<file path="config.mk">
export PLATFORM = sky130hd
export DESIGN_NAME = reset_requester
export DESIGN_NICKNAME = d
export VERILOG_FILES = /design/src/rtl/reset_requester_pkg.sv /design/src/rtl/reset_requester_btn_debounce.sv /design/src/rtl/reset_requester.sv
export SDC_FILE = /design/constraint.sdc
export NUM_CORES = 1
export LEC_CHECK = 0
export ABC_AREA = 1
export ABC_CLOCK_PERIOD_IN_PS = 1350
export CAP_MARGIN = 20
export CORE_ASPECT_RATIO = 1.25
export CORE_UTILIZATION = 39
export CTS_CLUSTER_DIAMETER = 50
export DETAILED_ROUTE_END_ITERATION = 10
export PLACE_DENSITY = 0.67
export SLEW_MARGIN = 20
export SYNTH_ARGS = -nofsm -noshare
export SYNTH_HDL_FRONTEND = slang
export SYNTH_SLANG_ARGS = --single-unit
</file>
<file path="constraint.sdc">
create_clock -name clk -period 1.35 [get_ports clk]
set_input_delay 0.27 -clock clk [delete_from_list [all_inputs] [get_ports clk]]
set_output_delay 0.27 -clock clk [all_outputs]
set_load 0.05 [all_outputs]
</file>
<file path="src/rtl/reset_requester_pkg.sv">
// reset_requester_pkg: shared constants for the reset request source.
// Holds the FSM state encoding, the cause flag bit positions and a small
// saturating-increment helper used by the pulse/holdoff counter.
package reset_requester_pkg;

    // Two-bit FSM encoding.
    localparam logic [1:0] IDLE    = 2'd0;
    localparam logic [1:0] ASSERT  = 2'd1;
    localparam logic [1:0] HOLDOFF = 2'd2;

    typedef enum logic [1:0] {
        ST_IDLE    = IDLE,
        ST_ASSERT  = ASSERT,
        ST_HOLDOFF = HOLDOFF
    } state_e;

    // Bit positions inside rst_cause.
    localparam int CAUSE_BTN = 0;
    localparam int CAUSE_SW  = 1;
    localparam int CAUSE_WDT = 2;
    localparam int CAUSE_W   = 3;

    // Width of the shared pulse/holdoff counter.
    localparam int PULSE_CNT_W = 8;

    // Increment that sticks at all-ones instead of wrapping.
    function automatic logic [PULSE_CNT_W-1:0] sat_inc8(input logic [PULSE_CNT_W-1:0] v);
        logic [PULSE_CNT_W-1:0] r;
        if (v == {PULSE_CNT_W{1'b1}}) begin
            r = v;
        end else begin
            r = v + 1'b1;
        end
        return r;
    endfunction

endpackage

</file>
<file path="src/rtl/reset_requester_btn_debounce.sv">
// btn_debounce: two-flop synchronizer followed by a stability counter for an
// active-low front-panel button. The debounced level only moves after the
// synchronized input has disagreed with it for 2^DEBOUNCE_BITS consecutive
// cycles; any return to the current level restarts the count. press_o is a
// one-cycle strobe on the released -> pressed transition of the debounced level.
// Generic enough to be reused for other front-panel buttons.
module btn_debounce #(
    parameter int DEBOUNCE_BITS = 16
) (
    input  logic clk,
    input  logic reset,
    input  logic btn_n_i,
    output logic level_o,
    output logic press_o
);

    localparam logic [DEBOUNCE_BITS-1:0] CNT_MAX = {DEBOUNCE_BITS{1'b1}};

    logic                     sync1_q;
    logic                     sync2_q;
    logic                     level_q;
    logic                     level_d;
    logic                     press_q;
    logic                     press_d;
    logic [DEBOUNCE_BITS-1:0] cnt_q;
    logic [DEBOUNCE_BITS-1:0] cnt_d;

    // Bring the asynchronous button into clk; reset to "released".
    always_ff @(posedge clk or posedge reset) begin
        if (reset) begin
            sync1_q <= 1'b1;
            sync2_q <= 1'b1;
        end else begin
            sync1_q <= btn_n_i;
            sync2_q <= sync1_q;
        end
    end

    // Count consecutive disagreeing cycles; flip the level on the last one.
    always_comb begin
        level_d = level_q;
        cnt_d   = '0;
        press_d = 1'b0;
        if (sync2_q != level_q) begin
            if (cnt_q == CNT_MAX) begin
                level_d = sync2_q;
                cnt_d   = '0;
                press_d = ~sync2_q;
            end else begin
                cnt_d = cnt_q + 1'b1;
            end
        end
    end

    // Debounce state registers.
    always_ff @(posedge clk or posedge reset) begin
        if (reset) begin
            level_q <= 1'b1;
            cnt_q   <= '0;
            press_q <= 1'b0;
        end else begin
            level_q <= level_d;
            cnt_q   <= cnt_d;
            press_q <= press_d;
        end
    end

    assign level_o = level_q;
    assign press_o = press_q;

endmodule

</file>
<file path="src/rtl/reset_requester.sv">
// reset_requester: source side of the system reset request line.
// Collects a debounced front-panel button, a software strobe and (optionally)
// a watchdog timeout, and turns the first one seen while idle into a clean
// PULSE_CYCLES-long rstreq pulse, followed by a holdoff that waits for the
// button to be released. The cause(s) that fired are latched in rst_cause.
// Build option: define RESET_REQUESTER_WATCHDOG_EN to include the watchdog;
// without it the watchdog inputs are ignored and rst_cause[2] stays 0.
// The reset input must come from PLL-lock logic, never from the reset that
// rstreq itself produces, so a request cannot cut its own pulse short.
module reset_requester
    import reset_requester_pkg::*;
#(
    parameter int DEBOUNCE_BITS = 16,
    parameter int PULSE_CYCLES  = 32,
    parameter int WDT_BITS      = 24
) (
    input  logic       clk,
    input  logic       reset,
    input  logic       btn_n,
    input  logic       sw_rstreq,
    input  logic       wdt_enable,
    input  logic       wdt_kick,
    input  logic       cause_clr,
    output logic       rstreq,
    output logic       busy,
    output logic [2:0] rst_cause
);

    // Last count value of the pulse; also the minimum holdoff length.
    localparam logic [PULSE_CNT_W-1:0] PULSE_LAST = PULSE_CNT_W'(PULSE_CYCLES - 1);

    state_e                 state_q;
    logic                   rstreq_q;
    logic                   busy_q;
    logic [CAUSE_W-1:0]     cause_q;
    logic [PULSE_CNT_W-1:0] pulse_cnt_q;

    logic                   btn_level;
    logic                   btn_press;
    logic                   wdt_timeout;
    logic                   trigger;
    logic                   enter_assert;
    logic [CAUSE_W-1:0]     trig_cause;

    btn_debounce #(
        .DEBOUNCE_BITS(DEBOUNCE_BITS)
    ) u_btn_debounce (
        .clk    (clk),
        .reset  (reset),
        .btn_n_i(btn_n),
        .level_o(btn_level),
        .press_o(btn_press)
    );

`ifdef RESET_REQUESTER_WATCHDOG_EN
    localparam logic [WDT_BITS-1:0] WDT_MAX = {WDT_BITS{1'b1}};

    logic [WDT_BITS-1:0] wdt_cnt_q;

    // The timeout is a single cycle: the next increment wraps the counter.
    assign wdt_timeout = (wdt_cnt_q == WDT_MAX);

    // Watchdog counter: runs while enabled, cleared by a kick, by disabling
    // and when a request is accepted.
    always_ff @(posedge clk or posedge reset) begin
        if (reset) begin
            wdt_cnt_q <= '0;
        end else if (!wdt_enable || wdt_kick || enter_assert) begin
            wdt_cnt_q <= '0;
        end else begin
            wdt_cnt_q <= wdt_cnt_q + 1'b1;
        end
    end
`else
    // Watchdog inputs are consumed here only to keep them visibly unused.
    logic [WDT_BITS-1:0] unused_wdt_inputs;
    assign unused_wdt_inputs = {WDT_BITS{wdt_enable ^ wdt_kick}};
    assign wdt_timeout       = 1'b0;
`endif

    // Cause vector for a trigger in this cycle; all simultaneous causes count.
    always_comb begin
        trig_cause            = '0;
        trig_cause[CAUSE_BTN] = btn_press;
        trig_cause[CAUSE_SW]  = sw_rstreq;
        trig_cause[CAUSE_WDT] = wdt_timeout;
    end

    assign trigger      = |trig_cause;
    assign enter_assert = (state_q == ST_IDLE) && trigger;

    // Request FSM with registered rstreq, busy and cause flags.
    always_ff @(posedge clk or posedge reset) begin
        if (reset) begin
            state_q     <= ST_IDLE;
            rstreq_q    <= 1'b0;
            busy_q      <= 1'b0;
            cause_q     <= '0;
            pulse_cnt_q <= '0;
        end else begin
            case (state_q)
                ST_IDLE: begin
                    if (trigger) begin
                        // A new latch overrides a coincident clear.
                        state_q     <= ST_ASSERT;
                        rstreq_q    <= 1'b1;
                        busy_q      <= 1'b1;
                        pulse_cnt_q <= '0;
                        cause_q     <= trig_cause;
                    end else if (cause_clr) begin
                        cause_q <= '0;
                    end
                end
                ST_ASSERT: begin
                    // Triggers are dropped here; only a clear touches the flags.
                    if (cause_clr) begin
                        cause_q <= '0;
                    end
                    if (pulse_cnt_q == PULSE_LAST) begin
                        state_q     <= ST_HOLDOFF;
                        rstreq_q    <= 1'b0;
                        pulse_cnt_q <= '0;
                    end else begin
                        pulse_cnt_q <= sat_inc8(pulse_cnt_q);
                    end
                end
                ST_HOLDOFF: begin
                    if (cause_clr) begin
                        cause_q <= '0;
                    end
                    // Leave only once the minimum time is up and the button is
                    // released, so a held button cannot retrigger.
                    if ((pulse_cnt_q >= PULSE_LAST) && btn_level) begin
                        state_q <= ST_IDLE;
                        busy_q  <= 1'b0;
                    end else begin
                        pulse_cnt_q <= sat_inc8(pulse_cnt_q);
                    end
                end
                default: begin
                    state_q     <= ST_IDLE;
                    rstreq_q    <= 1'b0;
                    busy_q      <= 1'b0;
                    pulse_cnt_q <= '0;
                end
            endcase
        end
    end

    assign rstreq    = rstreq_q;
    assign busy      = busy_q;
    assign rst_cause = cause_q;

endmodule

</file>
==> results of run 1 <==
[worst paths after layout]
path / start / slack [ns] / endpoint / cells after the start
min in group clk: u_btn_debounce.sync1_q$_DFF_PP1_ / 0.36 / u_btn_debounce.sync2_q$_DFF_PP1_ / 0
worst min register to register: u_btn_debounce.sync1_q$_DFF_PP1_ / 0.36 / u_btn_debounce.sync2_q$_DFF_PP1_ / 0
worst max-delay path: state_q[0]$_DFFE_PP0P_ / -0.04 / pulse_cnt_q[6]$_DFFE_PP0P_ / 8
worst min-delay path: reset / 0.32 / pulse_cnt_q[2]$_DFFE_PP0P_ / 3
worst max register to register: state_q[0]$_DFFE_PP0P_ / -0.04 / pulse_cnt_q[6]$_DFFE_PP0P_ / 8
max in group asynchronous: reset / 0.78 / u_btn_debounce.level_o$_DFFE_PP1P_ / 3
[cell families after synthesis]
logic type / Yosys count / share of synthesized area (%)
XOR/XNOR: 9 / 3.94
AND/OR/NAND/NOR: 147 / 36.3
buffers and inverters: 35 / 6.76
flip-flops: 35 / 44.0
adder cells (fa/ha/maj): 6 / 3.75
AO/OA/AOI/OAI: 18 / 5.26
[Yosys cell counts (2+ instances only)]
| cell | number | area share, % |
|---|---|---|
| nand2_4 | 2 | 1.1 |
| nor2_1 | 27 | 5.1 |
| nand3_1 | 19 | 4.8 |
| nand4_1 | 7 | 2.2 |
| o21ai_0 | 5 | 1.3 |
| ha_1 | 6 | 3.8 |
| inv_2 | 3 | 0.56 |
| nor2_4 | 3 | 1.7 |
| nor3_1 | 4 | 1.0 |
| nand2_1 | 65 | 12 |
| nand3_2 | 2 | 1.0 |
| o21ai_1 | 3 | 0.75 |
| dfrtp_1 | 32 | 40 |
| inv_1 | 30 | 5.6 |
| dfstp_2 | 3 | 3.9 |
| nand2_2 | 7 | 2.2 |
| nor2_2 | 6 | 1.9 |
| a21oi_1 | 5 | 1.3 |
| xnor2_1 | 4 | 1.8 |
| xor2_1 | 5 | 2.2 |
| o21a_1 | 2 | 0.75 |
[routing by layer]
layer | up-vias | share of wire [%] | global-route usage (%)
li1 | 890 | - | -
met1 | 831 | 39 | 18.8
met2 | 25 | 55 | 34.9
met3 | 14 | 2.2 | 3.75
met4 | 0 | 3.5 | 8.51
met5 | - | 0 | 0
[where the power goes]
group | internal [W] | total [W] | switching, W
combinational | 0.000684 | 0.00159 | 0.000903
sequential | 0.00116 | 0.00128 | 0.000117
clock | 0.000369 | 0.000785 | 0.000416
[critical path, cell delays in order (launching register included)]
cell and delay [ns]:
dfrtp_1 0.44, inv_2 0.10, ha_2 0.24, nand3_4 0.14, nand2_4 0.13, inv_4 0.06, nand2_4 0.09, nand2_2 0.05
nor2_2 0.07
[metrics by stage]
step           hold WS, ns  power [W]
4_1_cts              0.331    0.00342
6_report             0.324    0.00365
2_1_floorplan        0.274    0.00208
3_5_place_dp         0.353    0.00256
3_3_place_gp         0.346    0.00252
5_1_grt              0.360    0.00390
[flip-flops by register name (all words and copies together), names as in the netlist]
register,count
u_btn_debounce.cnt_q,16
pulse_cnt_q,8
rst_cause,3
state_q,2
busy,1
rstreq,1
u_btn_debounce.level_o,1
u_btn_debounce.press_o,1
u_btn_debounce.sync1_q,1
u_btn_debounce.sync2_q,1
[area by class of cell]
| cell class | count | area, um^2 |
|---|---|---|
| multi-input cells | 180 | 1200 |
| clock inverters | 3 | 23.8 |
| repair buffers | 43 | 423 |
| inverters | 34 | 133 |
| fillers | 430 | 2040 |
| flip-flops and latches | 35 | 880 |
| clock buffers | 5 | 68.8 |
| well taps | 60 | 75.1 |
[timing repair]
action / in CTS / in global routing
cloned: 0 / 1
hold buffers: 0 / 0
setup buffers: 5 / 5
gates resized for setup: 23 / 33
endpoints found under the setup margin: 23 / 30
pin swaps: 15 / 10
==> flow_summary.yaml, run 1 <==
timing:
  finClkSkew_ns: 0.0136
  slew-limit-headroom_pct: 80.2
  tns_ns: -0.360
  fin_ws_ns: -0.0424
  hold_viol_final: 0
  worst_pin_slew_ns: 0.298
  period_share_pct: 103
  layout_min_cycle_time_ns: 1.39
  setup_viol_count_final: 13
  rsz0062_at_grt: "true"
  drv_slew: 0
  max_clock_freq_mhz: 718
flow_run:
  cap_violations: 0
routing:
  avgRoutedWirePerCell_um: 12.1
  num_vias: 1760
  drtAntennaViolNets: 0
  route.detailed.drc: 0
  viasPerCell: 4.89
  first_iter_violations: 96
  firstDrtPassIters: 4
  wl_um: 4360
cts:
  clk_pin_slew_ns: 0.09
  clock_sinks: 35
  cts_tree: "built"
  cts.path.max_buffers: 2
  clkLatencyLatePin_ns: 0.29
  cts-root-buf: "clkbuf_8"
  cts_max_level: 2
  numCtsBuffers: 5
cells_and_area:
  num_antenna_cells: 0
  fin_util_pct: 57.9
  stdcell_count: 360
  final_common_cell: "nand2_1"
  syn2layout_area_growth_pct: 40.0
  final_nets: 312
  final_cell_mix: "59 x nand2_1, 32 x dfrtp_1, 29 x buf_4"
  drive_above_1_share_pct: 37.3
  final_area_um2: 2800
critical_path:
  end_kind: "flip-flop"
  crit_type: "flip-flop to flip-flop"
  crit_required_ns: 1.57
  start_kind: "flip-flop"
  cp.arrival_ns: 1.61
  cp_max_fo: 8
placed_design:
  dp_cells: 341
  finalWeightedCongestion: 0.904
  port_buffers: 9
  post-dp-hpwl_um: 3070
  dpl_cell_area_um2: 2400
  dp_slack_ns: -0.126
synthesis:
  async_flop_share_pct: 100
  ys_seq_area_share_pct: 44.0
  synth_cells: 250
  synth_area_um2: 2000
  synth.avg_cell_area_um2: 8.00
  synth_ff_type: "dfrtp_1"
  syn-num-nets: 263
  synth_cell_types: 31
  synth_seq_cells: 35
  synth_edf_count: 0
  ys_warn_count: 0
die:
  die_height_um: 82.1
  die_x_um: 66.0
  core_um2: 4830
  dieArea_um2: 5420
  io_pins: 12
  start_util_pct: 41.4
  rows: 28
global_route:
  grt_pass1_wl_um: 7400
  first_global_vias: 1797
  gr-usage-all-layers_pct: 18.3
  overflow: 0
  grt_max_degree: 36
  antenna_found_initial: 0
outcome:
  violations: "negative setup slack"
  status: "finished, violations left"
worst_hold_path:
  hold_path.class: "input port to async pin"
power:
  p_leak_nw: 1.31
  p_per_area_nw_per_um2: 1300
  peakVddDrop_mv: 0.860
(Power assumes the default switching activity.)
==> inputs of run 2 (changes only) <==
Settings changed: CORE_MARGIN from default to 1.
==> results of run 2 <==
No change in the layout: final DEF, timing and power equal those of run 1.
==> inputs of run 3 (changes only) <==
Settings changed: CTS_BUF_LIST from default to sky130_fd_sc_hd__clkbuf_4 sky130_fd_sc_hd__clkbuf_8 sky130_fd_sc_hd__clkbuf_16, HOLD_SLACK_MARGIN from default to 0.15.
==> results of run 3 <==
No change in the layout: final DEF, timing and power equal those of run 1.
